<file path="config.mk">
export PLATFORM = sky130hd
export DESIGN_NAME = ysyx_23060332_mem_arbiter_flat
export DESIGN_NICKNAME = d
export VERILOG_FILES = /design/src/rtl/ysyx_23060332_mem_arbiter_pkg.sv /design/src/rtl/ysyx_23060332_mem_arbiter_if.sv /design/src/rtl/ysyx_23060332_rr_arb2.sv /design/src/rtl/ysyx_23060332_mem_arbiter.sv /design/src/flat_wrapper.sv
export SDC_FILE = /design/constraint.sdc
export NUM_CORES = 1
export LEC_CHECK = 0
export BUFFER_PORTS_ARGS = -buffer_cell sky130_fd_sc_hd__buf_2
export CORE_MARGIN = 2
export CORE_UTILIZATION = 40
export CTS_BUF_LIST = sky130_fd_sc_hd__clkbuf_8
export CTS_CLUSTER_DIAMETER = 60
export DETAILED_ROUTE_END_ITERATION = 10
export MAX_ROUTING_LAYER = met4
export PLACE_DENSITY_LB_ADDON = 0.2
export SYNTH_ARGS = -nofsm -noshare
export SYNTH_HDL_FRONTEND = slang
export SYNTH_SLANG_ARGS = --single-unit
</file>
<file path="constraint.sdc">
create_clock -name clk -period 6.4 [get_ports clk]
set_clock_uncertainty 0.05 [all_clocks]
set_input_delay 0.96 -clock clk [delete_from_list [all_inputs] [get_ports clk]]
set_output_delay 0.96 -clock clk [all_outputs]
set_load 0.01 [all_outputs]
</file>
<file path="src/rtl/ysyx_23060332_mem_arbiter_pkg.sv">
// Shared types and constants for the IFU/LSU physical-memory arbiter.
package ysyx_23060332_mem_arbiter_pkg;

  typedef enum logic [1:0] {
    IDLE = 2'd0,
    BUSY = 2'd1,
    RESP = 2'd2
  } arb_state_e;

  typedef enum logic {
    OWN_IFU = 1'b0,
    OWN_LSU = 1'b1
  } owner_e;

  localparam logic [31:0] PMEM_BASE_DEF = 32'h8000_0000;
  localparam logic [31:0] PMEM_END_DEF  = 32'h87ff_ffff;
  localparam int          CNT_W         = 4;

  function automatic logic addr_fault(input logic [31:0] addr,
                                      input logic [31:0] base,
                                      input logic [31:0] last);
    return (addr < base) || (addr > last);
  endfunction

endpackage

</file>
<file path="src/rtl/ysyx_23060332_mem_arbiter_if.sv">
// Requester handshakes plus the memory pins; slave = arbiter side, master = requesters and memory.
interface ysyx_23060332_mem_arbiter_if;

  logic        ifu_valid;
  logic        ifu_ready;
  logic [31:0] ifu_addr;
  logic        ifu_rvalid;
  logic        ifu_rready;
  logic [31:0] ifu_rdata;
  logic        ifu_err;

  logic        lsu_valid;
  logic        lsu_ready;
  logic        lsu_we;
  logic [31:0] lsu_addr;
  logic [31:0] lsu_wdata;
  logic [7:0]  lsu_wmask;
  logic        lsu_rvalid;
  logic        lsu_rready;
  logic [31:0] lsu_rdata;
  logic        lsu_err;

  logic        mem_ren;
  logic [31:0] mem_raddr;
  logic [31:0] mem_rdata;
  logic        mem_wen;
  logic [31:0] mem_waddr;
  logic [31:0] mem_wdata;
  logic [7:0]  mem_wmask;

  modport slave (
    input  ifu_valid, ifu_addr, ifu_rready,
    output ifu_ready, ifu_rvalid, ifu_rdata, ifu_err,
    input  lsu_valid, lsu_we, lsu_addr, lsu_wdata, lsu_wmask, lsu_rready,
    output lsu_ready, lsu_rvalid, lsu_rdata, lsu_err,
    output mem_ren, mem_raddr, mem_wen, mem_waddr, mem_wdata, mem_wmask,
    input  mem_rdata
  );

  modport master (
    output ifu_valid, ifu_addr, ifu_rready,
    input  ifu_ready, ifu_rvalid, ifu_rdata, ifu_err,
    output lsu_valid, lsu_we, lsu_addr, lsu_wdata, lsu_wmask, lsu_rready,
    input  lsu_ready, lsu_rvalid, lsu_rdata, lsu_err,
    input  mem_ren, mem_raddr, mem_wen, mem_waddr, mem_wdata, mem_wmask,
    output mem_rdata
  );

endinterface

</file>
<file path="src/rtl/ysyx_23060332_rr_arb2.sv">
// Two-input round-robin grant; on a tie the side that did not win last time is chosen.
module ysyx_23060332_rr_arb2
  import ysyx_23060332_mem_arbiter_pkg::*;
(
  input  logic clk,
  input  logic rst_n,
  input  logic req_ifu,
  input  logic req_lsu,
  input  logic upd,
  output logic gnt_ifu,
  output logic gnt_lsu
);

  owner_e last_q;

  always_comb begin
    gnt_ifu = req_ifu && (!req_lsu || (last_q == OWN_LSU));
    gnt_lsu = req_lsu && !gnt_ifu;
  end

  // Starts at LSU so the IFU wins the first tie out of reset.
  always_ff @(posedge clk or negedge rst_n) begin
    if (!rst_n) begin
      last_q <= OWN_LSU;
    end else if (upd && (gnt_ifu || gnt_lsu)) begin
      last_q <= gnt_lsu ? OWN_LSU : OWN_IFU;
    end
  end

endmodule

</file>
<file path="src/rtl/ysyx_23060332_mem_arbiter.sv">
// Round-robin IFU/LSU arbiter for the single PMEM port with programmable access latency
// and out-of-window fault responses that never strobe memory.
module ysyx_23060332_mem_arbiter
  import ysyx_23060332_mem_arbiter_pkg::*;
#(
  parameter int unsigned LATENCY   = 1,
  parameter logic [31:0] PMEM_BASE = PMEM_BASE_DEF,
  parameter logic [31:0] PMEM_END  = PMEM_END_DEF
) (
  input  logic                        clk,
  input  logic                        rst_n,
  ysyx_23060332_mem_arbiter_if.slave  bus
);

  localparam logic [CNT_W-1:0] CNT_LOAD = CNT_W'(LATENCY - 1);

  arb_state_e       state_q, state_d;
  owner_e           owner_q;
  logic             we_q, err_q;
  logic [31:0]      addr_q, wdata_q, rdata_q;
  logic [7:0]       wmask_q;
  logic [CNT_W-1:0] cnt_q;

  logic        gnt_ifu, gnt_lsu;
  logic        hs, strobe, rd_hit, wr_hit, resp_done, ifu_resp, lsu_resp;
  logic [31:0] req_addr;

  ysyx_23060332_rr_arb2 u_rr (
    .clk     (clk),
    .rst_n   (rst_n),
    .req_ifu (bus.ifu_valid),
    .req_lsu (bus.lsu_valid),
    .upd     (hs),
    .gnt_ifu (gnt_ifu),
    .gnt_lsu (gnt_lsu)
  );

  assign hs        = (state_q == IDLE) && (gnt_ifu || gnt_lsu);
  assign strobe    = (state_q == BUSY) && (cnt_q == '0);
  assign rd_hit    = strobe && !we_q && !err_q;
  assign wr_hit    = strobe && we_q && !err_q;
  assign ifu_resp  = (state_q == RESP) && (owner_q == OWN_IFU);
  assign lsu_resp  = (state_q == RESP) && (owner_q == OWN_LSU);
  assign resp_done = (ifu_resp && bus.ifu_rready) || (lsu_resp && bus.lsu_rready);
  assign req_addr  = gnt_lsu ? bus.lsu_addr : bus.ifu_addr;

  always_ff @(posedge clk or negedge rst_n) begin
    if (!rst_n) begin
      state_q <= IDLE;
    end else begin
      state_q <= state_d;
    end
  end

  always_comb begin
    state_d        = state_q;
    bus.ifu_ready  = (state_q == IDLE) && gnt_ifu;
    bus.lsu_ready  = (state_q == IDLE) && gnt_lsu;
    bus.ifu_rvalid = ifu_resp;
    bus.ifu_rdata  = ifu_resp ? rdata_q : '0;
    bus.ifu_err    = ifu_resp && err_q;
    bus.lsu_rvalid = lsu_resp;
    bus.lsu_rdata  = lsu_resp ? rdata_q : '0;
    bus.lsu_err    = lsu_resp && err_q;
    bus.mem_ren    = rd_hit;
    bus.mem_raddr  = rd_hit ? addr_q : '0;
    bus.mem_wen    = wr_hit;
    bus.mem_waddr  = wr_hit ? addr_q : '0;
    bus.mem_wdata  = wr_hit ? wdata_q : '0;
    bus.mem_wmask  = wr_hit ? wmask_q : '0;
    unique case (state_q)
      IDLE:    if (hs)        state_d = BUSY;
      BUSY:    if (strobe)    state_d = RESP;
      RESP:    if (resp_done) state_d = IDLE;
      default:                state_d = IDLE;
    endcase
  end

  // Holding registers load only on the IDLE handshake; the response word is captured at the strobe edge.
  always_ff @(posedge clk or negedge rst_n) begin
    if (!rst_n) begin
      owner_q <= OWN_IFU;
      we_q    <= 1'b0;
      err_q   <= 1'b0;
      addr_q  <= '0;
      wdata_q <= '0;
      wmask_q <= '0;
      cnt_q   <= '0;
      rdata_q <= '0;
    end else begin
      if (hs) begin
        owner_q <= gnt_lsu ? OWN_LSU : OWN_IFU;
        we_q    <= gnt_lsu && bus.lsu_we;
        addr_q  <= req_addr;
        wdata_q <= gnt_lsu ? bus.lsu_wdata : '0;
        wmask_q <= gnt_lsu ? bus.lsu_wmask : '0;
        err_q   <= addr_fault(req_addr, PMEM_BASE, PMEM_END);
        cnt_q   <= CNT_LOAD;
      end else if ((state_q == BUSY) && !strobe) begin
        cnt_q   <= cnt_q - 1'b1;
      end
      if (strobe) begin
        rdata_q <= rd_hit ? bus.mem_rdata : '0;
      end
    end
  end

endmodule
</file>
<file path="src/flat_wrapper.sv">
// flat-port wrapper written by rule: the top's interface ports become plain ports
module ysyx_23060332_mem_arbiter_flat import ysyx_23060332_mem_arbiter_pkg::*;
#(
  parameter int unsigned LATENCY   = 1,
  parameter logic [31:0] PMEM_BASE = PMEM_BASE_DEF,
  parameter logic [31:0] PMEM_END  = PMEM_END_DEF
)
  (clk, rst_n, bus_ifu_valid, bus_ifu_addr, bus_ifu_rready, bus_ifu_ready, bus_ifu_rvalid, bus_ifu_rdata, bus_ifu_err, bus_lsu_valid, bus_lsu_we, bus_lsu_addr, bus_lsu_wdata, bus_lsu_wmask, bus_lsu_rready, bus_lsu_ready, bus_lsu_rvalid, bus_lsu_rdata, bus_lsu_err, bus_mem_ren, bus_mem_raddr, bus_mem_wen, bus_mem_waddr, bus_mem_wdata, bus_mem_wmask, bus_mem_rdata);
  ysyx_23060332_mem_arbiter_if bus_i ();
  input  logic clk;
  input  logic rst_n;
  input wire logic [$bits(bus_i.ifu_valid)-1:0] bus_ifu_valid;
  input wire logic [$bits(bus_i.ifu_addr)-1:0] bus_ifu_addr;
  input wire logic [$bits(bus_i.ifu_rready)-1:0] bus_ifu_rready;
  output wire logic [$bits(bus_i.ifu_ready)-1:0] bus_ifu_ready;
  output wire logic [$bits(bus_i.ifu_rvalid)-1:0] bus_ifu_rvalid;
  output wire logic [$bits(bus_i.ifu_rdata)-1:0] bus_ifu_rdata;
  output wire logic [$bits(bus_i.ifu_err)-1:0] bus_ifu_err;
  input wire logic [$bits(bus_i.lsu_valid)-1:0] bus_lsu_valid;
  input wire logic [$bits(bus_i.lsu_we)-1:0] bus_lsu_we;
  input wire logic [$bits(bus_i.lsu_addr)-1:0] bus_lsu_addr;
  input wire logic [$bits(bus_i.lsu_wdata)-1:0] bus_lsu_wdata;
  input wire logic [$bits(bus_i.lsu_wmask)-1:0] bus_lsu_wmask;
  input wire logic [$bits(bus_i.lsu_rready)-1:0] bus_lsu_rready;
  output wire logic [$bits(bus_i.lsu_ready)-1:0] bus_lsu_ready;
  output wire logic [$bits(bus_i.lsu_rvalid)-1:0] bus_lsu_rvalid;
  output wire logic [$bits(bus_i.lsu_rdata)-1:0] bus_lsu_rdata;
  output wire logic [$bits(bus_i.lsu_err)-1:0] bus_lsu_err;
  output wire logic [$bits(bus_i.mem_ren)-1:0] bus_mem_ren;
  output wire logic [$bits(bus_i.mem_raddr)-1:0] bus_mem_raddr;
  output wire logic [$bits(bus_i.mem_wen)-1:0] bus_mem_wen;
  output wire logic [$bits(bus_i.mem_waddr)-1:0] bus_mem_waddr;
  output wire logic [$bits(bus_i.mem_wdata)-1:0] bus_mem_wdata;
  output wire logic [$bits(bus_i.mem_wmask)-1:0] bus_mem_wmask;
  input wire logic [$bits(bus_i.mem_rdata)-1:0] bus_mem_rdata;
  assign bus_i.ifu_valid = bus_ifu_valid;
  assign bus_i.ifu_addr = bus_ifu_addr;
  assign bus_i.ifu_rready = bus_ifu_rready;
  assign bus_ifu_ready = bus_i.ifu_ready;
  assign bus_ifu_rvalid = bus_i.ifu_rvalid;
  assign bus_ifu_rdata = bus_i.ifu_rdata;
  assign bus_ifu_err = bus_i.ifu_err;
  assign bus_i.lsu_valid = bus_lsu_valid;
  assign bus_i.lsu_we = bus_lsu_we;
  assign bus_i.lsu_addr = bus_lsu_addr;
  assign bus_i.lsu_wdata = bus_lsu_wdata;
  assign bus_i.lsu_wmask = bus_lsu_wmask;
  assign bus_i.lsu_rready = bus_lsu_rready;
  assign bus_lsu_ready = bus_i.lsu_ready;
  assign bus_lsu_rvalid = bus_i.lsu_rvalid;
  assign bus_lsu_rdata = bus_i.lsu_rdata;
  assign bus_lsu_err = bus_i.lsu_err;
  assign bus_mem_ren = bus_i.mem_ren;
  assign bus_mem_raddr = bus_i.mem_raddr;
  assign bus_mem_wen = bus_i.mem_wen;
  assign bus_mem_waddr = bus_i.mem_waddr;
  assign bus_mem_wdata = bus_i.mem_wdata;
  assign bus_mem_wmask = bus_i.mem_wmask;
  assign bus_i.mem_rdata = bus_mem_rdata;
  ysyx_23060332_mem_arbiter #(.LATENCY(LATENCY), .PMEM_BASE(PMEM_BASE), .PMEM_END(PMEM_END)) u_core (.clk(clk), .rst_n(rst_n), .bus(bus_i));
endmodule
</file>
# Yosys cells after proc, flatten, opt, wreduce, memory -nomap -nowiden
# Index checks and enable logic that the tools add are counted.
# word_totals
input_bits	143
output_inout_bits	176
ff_bits	114
word_cells	68
# op_classes
add_sub_neg	1
reduce_logical	32
eq_ne	5
muxes	17
magnitude_cmp	2
bitwise	1
# ops
cell	n
32-bit two-way mux	8
32-bit greater-than comparator (second input constant)	1
32-bit less-than comparator (second input constant)	1
1-bit logical AND	19
8-bit two-way mux	2
4-bit two-way mux	2
2-bit two-way mux	3
2-bit one-hot mux with 3 select lines	1
1-bit logical NOT	5
4-bit logical NOT	1
1-bit logical OR	4
2-bit by 1-bit inequality test with 1-bit output (second input constant)	2
4-bit by 1-bit subtractor with 4-bit output (second input constant)	1
3-bit AND reduction	1
2-bit by 1-bit == test with 1-bit output (second input constant)	1
2-bit == test (second input constant)	1
2-bit logical NOT	1
2-bit inequality test (second input constant)	1
2-bit nonzero test	1
1-bit two-way mux	1
1-bit NOT	1

# Depth between registers and ports, before layout
# logic_depth
word_depth	9
mapped_depth	8
depth_no_buf	5

# Hierarchy
# Synthesis repeated with hierarchy kept, for this count alone.
# unflattened
cells_unflattened	620
area_unflattened_um2	5909.4
# modules_own_cells
module	seq_area_each_um2	instances	area_per_inst_um2	cells_per_inst
ysyx_23060332_mem_arbiter	2827.7	1	5853.1	614
ysyx_23060332_rr_arb2	26.3	1	56.3	6

# Least setup slack after synthesis
# No wires, ideal clock.
# synth_path
path_type	input to output
start	input port bus_lsu_valid
end	output port bus_ifu_ready
path_slack_ps	3515
path_stages	5
n_path_buf	2
required_time_ps	5390
t_arrival_ps	1875
path_cell_list	nor2_1 or2_1 clkbuf_2 clkbuf_1 nor2_1
# synth_via
elab_chain_len	4
# synth_rtl
item	line_no	rtl
start: declaration	flat_wrapper.sv:19	input wire logic [$bits(bus_i.lsu_valid)-1:0] bus_lsu_valid;
1-bit logical NOT	ysyx_23060332_rr_arb2.sv:17	gnt_ifu = req_ifu && (!req_lsu || (last_q == OWN_LSU));
1-bit logical OR	ysyx_23060332_rr_arb2.sv:17	
1-bit logical AND	ysyx_23060332_rr_arb2.sv:17	
1-bit logical AND	ysyx_23060332_mem_arbiter.sv:57	bus.ifu_ready = (state_q == IDLE) && gnt_ifu;
end: declaration	flat_wrapper.sv:15	output wire logic [$bits(bus_i.ifu_ready)-1:0] bus_ifu_ready;
# No other way between the ends.

# Worst setup path in the final report
# layout_path
start	register u_core.cnt_q[0]
end	output port bus_mem_wmask[4]
# layout_via
elab_chain_len	5
# layout_rtl
item	line_no	rtl
start: declaration	ysyx_23060332_mem_arbiter.sv:22	logic [CNT_W-1:0] cnt_q;
start signal: assignment	ysyx_23060332_mem_arbiter.sv:100	cnt_q <= cnt_q - 1'b1;
4-bit logical NOT	ysyx_23060332_mem_arbiter.sv:39	assign strobe = (state_q == BUSY) && (cnt_q == '0);
1-bit logical AND	ysyx_23060332_mem_arbiter.sv:39	
1-bit logical AND (2 in a row)	ysyx_23060332_mem_arbiter.sv:41	assign wr_hit = strobe && we_q && !err_q;
8-bit two-way mux	ysyx_23060332_mem_arbiter.sv:70	bus.mem_wmask = wr_hit ? wmask_q : '0;
end: declaration	flat_wrapper.sv:34	output wire logic [$bits(bus_i.mem_wmask)-1:0] bus_mem_wmask;
# No other way between the ends.

==> results.json <==
{
  "ys_seq_area_frac": 0.482,
  "slew_headroom": 0.246,
  "dr.pass1.iters": 4,
  "gr-total-overflow": 0,
  "path_depth": 7,
  "synthTopCellsByArea": "dfrtp_1 48%, and2_1 18%, o21ai_0 10%, a22o_1 6.1%, mux2i_1 5.7%",
  "min_delay_path_depth": 1,
  "netlist_area_sq_um": 5920,
  "synthCells": 620,
  "clk_pin_slew_ps": 60,
  "cts.htree.levels": 4,
  "ys_types": 31,
  "synthArstFlopShare": 1.00,
  "grt_pass1_wl_um": 26900,
  "total_power_w": 0.00281,
  "clkLatencyLatePin_ps": 420,
  "path_cells": "inv_1 -> ha_1 -> or3b_1 -> nor4_4 -> buf_4 -> and2_1 -> buf_2",
  "power_frac_comb": 0.350,
  "clkSinkCount": 114,
  "ys_ff_latch": 114,
  "final.fill_count": 1405,
  "rsz0062_at_grt": "no",
  "rows": 44,
  "die_area_sq_um": 15800,
  "max_freq_mhz": 242,
  "use_met2": 0.348,
  "hpwlAfterDp_um": 11900,
  "setup_violations": 0,
  "routedWlPerCell_um": 15.5,
  "drt-vias-per-instance": 4.96,
  "route.detailed.drc": 0,
  "period_minus_slack_ps": 4120,
  "hold_path_class": "flip-flop to flip-flop",
  "maxCapViolations": 0,
  "clock_power_share": 0.186,
  "synth_edf_count": 0,
  "critPathArrivalTime_ps": 3110,
  "startpoint_type": "flip-flop",
  "cp_max_fo": 46,
  "fin_tns_setup_ps": 0,
  "track_usage": 0.220,
  "drive_gt1_frac": 0.391,
  "start_util": 0.409,
  "switchingPower_w": 0.00108,
  "wl_um": 17100,
  "ys_warn_count": 0,
  "worstMarginPinSlew_ps": 1120,
  "syn_nets": 765,
  "yosysMostFrequentCell": "and2_1",
  "path_delay_family": "simple AND/OR/NAND/NOR gates",
  "ir_drop_mv": 0.166,
  "globalplace.congestion": 0.819,
  "synthToLayoutAreaGrowth_pct": 33.7,
  "synth_top_area_frac": 0.478,
  "final_antenna_net_count": 0,
  "io_buffers": 318,
  "fin_nets": 1057,
  "grt_max_degree": 82,
  "grt_use_met3": 0.0561,
  "root_buffer": "clkbuf_8",
  "p_per_area_nw_per_um2": 355,
  "yosys-top-cells-count": "170 x and2_1, 120 x o21ai_0, 113 x dfrtp_1, 41 x a22o_1, 35 x clkbuf_1",
  "status": "complete, no violations",
  "cp-end-kind": "output port",
  "hold_violations": 0,
  "antenna_found_initial": 1,
  "rr_worst_depth": 6,
  "cp_slowest_cell": "nor4_4",
  "die_w_um": 126,
  "grt_pass1_vias": 5143,
  "cts-resized-gates": 0,
  "die_h_um": 126,
  "synth_ff_type": "dfrtp_1",
  "cpPeakStageDelay_ps": 850,
  "cts_tree": "built",
  "cp.required_ps": 5390,
  "yosysTopAreaCell": "dfrtp_1",
  "p_leak_nw": 4.39,
  "io_pins": 319,
  "drv_slew": 0,
  "syn_area_per_cell_sq_um": 9.55,
  "hold_buffers": 0,
  "cts_buffers": 17,
  "p_sw_frac": 0.383,
  "seq_power_share": 0.464,
  "internal-power_w": 0.00173,
  "crit_type": "flip-flop to output port",
  "post_cts_buffers": 0,
  "fin_crit_sh": 0.644,
  "critPathBufInv": 3,
  "core_sq_um": 14500,
  "cts.path.max_buffers": 2,
  "vias": 5477,
  "drt_iter0_markers": 274,
  "grt_util_met1": 0.274,
  "top_usage_layer": "met2"
}
cells in the final DEF (no fill, tap or decap), types with 2 or more instances in the layout:
| master | netlist | final |
|---|---|---|
| o21ai_0 | 120 | 120 |
| mux2i_1 | 34 | 34 |
| inv_1 | 5 | 12 |
| nand2_1 | 34 | 34 |
| dfrtp_1 | 113 | 113 |
| nor3_1 | 3 | 3 |
| clkbuf_8 | 0 | 19 |
| a22o_1 | 41 | 41 |
| and2_1 | 170 | 170 |
| buf_2 | 15 | 317 |
| a21o_1 | 3 | 3 |
| nor4_4 | 2 | 2 |
| or2_1 | 3 | 2 |
| nand3_1 | 3 | 3 |
| nor2_2 | 0 | 2 |
| buf_4 | 0 | 13 |
| ha_1 | 2 | 2 |
| nor2_1 | 4 | 2 |
| a21oi_1 | 2 | 2 |
| o21ai_1 | 11 | 11 |
registers in the layout, indices dropped and copies added (netlist names):
register,cells
u_core.wdata_q,32
u_core.u_rr.last_q,1
u_core.owner_q,1
u_core.state_q,2
u_core.rdata_q,32
u_core.wmask_q,8
u_core.we_q,1
u_core.addr_q,32
u_core.err_q,1
u_core.cnt_q,4
cell families (layout without fill, tap and decap cells):
| logic type | count (synthesis) | in the layout | synth area share |
|---|---|---|---|
| mux | 34 | 34 | 0.0575 |
| flops | 114 | 114 | 0.482 |
| compound gates | 181 | 181 | 0.182 |
| other cells | 0 | 1 | 0 |
| buf+inv | 62 | 362 | 0.0440 |
| simple gates | 227 | 227 | 0.230 |
| fa+ha+maj | 2 | 2 | 0.00423 |
worst paths after layout:
path	to	slack, ps	start
setup reg to reg	u_core.state_q[1]	3780	u_core.cnt_q[0]
hold / removal	u_core.cnt_q[3]	420	u_core.cnt_q[3]
max in group asynchronous	u_core.wdata_q[20]	4500	rst_n
min in group asynchronous	u_core.rdata_q[3]	430	rst_n
setup / recovery	bus_mem_wmask[4]	2280	u_core.cnt_q[0]
hold reg to reg	u_core.cnt_q[3]	420	u_core.cnt_q[3]
power by group through the flow:
stage	clock network [W]	registers [W]	logic [W]
after floorplan	0	0.00120	0.000736
after global placement	0	0.00132	0.000984
after detailed placement	0	0.00131	0.00100
after CTS	0.000546	0.00131	0.00100
after global routing	0.000579	0.00135	0.00112
final	0.000523	0.00130	0.000984
routing by layer:
layer  part of all wire  up-vias  wire (um)
met5                  0        -          0
met4              0.018        0        308
met3              0.073       21       1250
met2               0.48      232       8260
met1               0.43     2537       7330
li1                   -     2687          -
stage by stage:
step	hold WS (ps)	cell area (sq um)	cells	utilization	worst slack, ps
finish	418	7920	1105	0.547	2280
global route	429	7920	1105	0.547	2010
CTS	402	7920	1104	0.547	2250
detailed placement	406	7620	1077	0.526	2730
global placement	404	7620	1077	0.526	2760
floorplan	382	5920	620	-	3520
cell type report:
class	instances	area (sq um)	area share
well taps	184	230	0.0291
clock inverters	8	31.3	0.00395
diodes	1	2.50	0.000316
repair buffers	330	1680	0.213
clock buffers	19	262	0.0330
flip-flops and latches	114	2850	0.360
multi-input cells	444	2840	0.358
inverters	5	18.8	0.00237
Note: power is estimated with default switching activity, not from simulation.
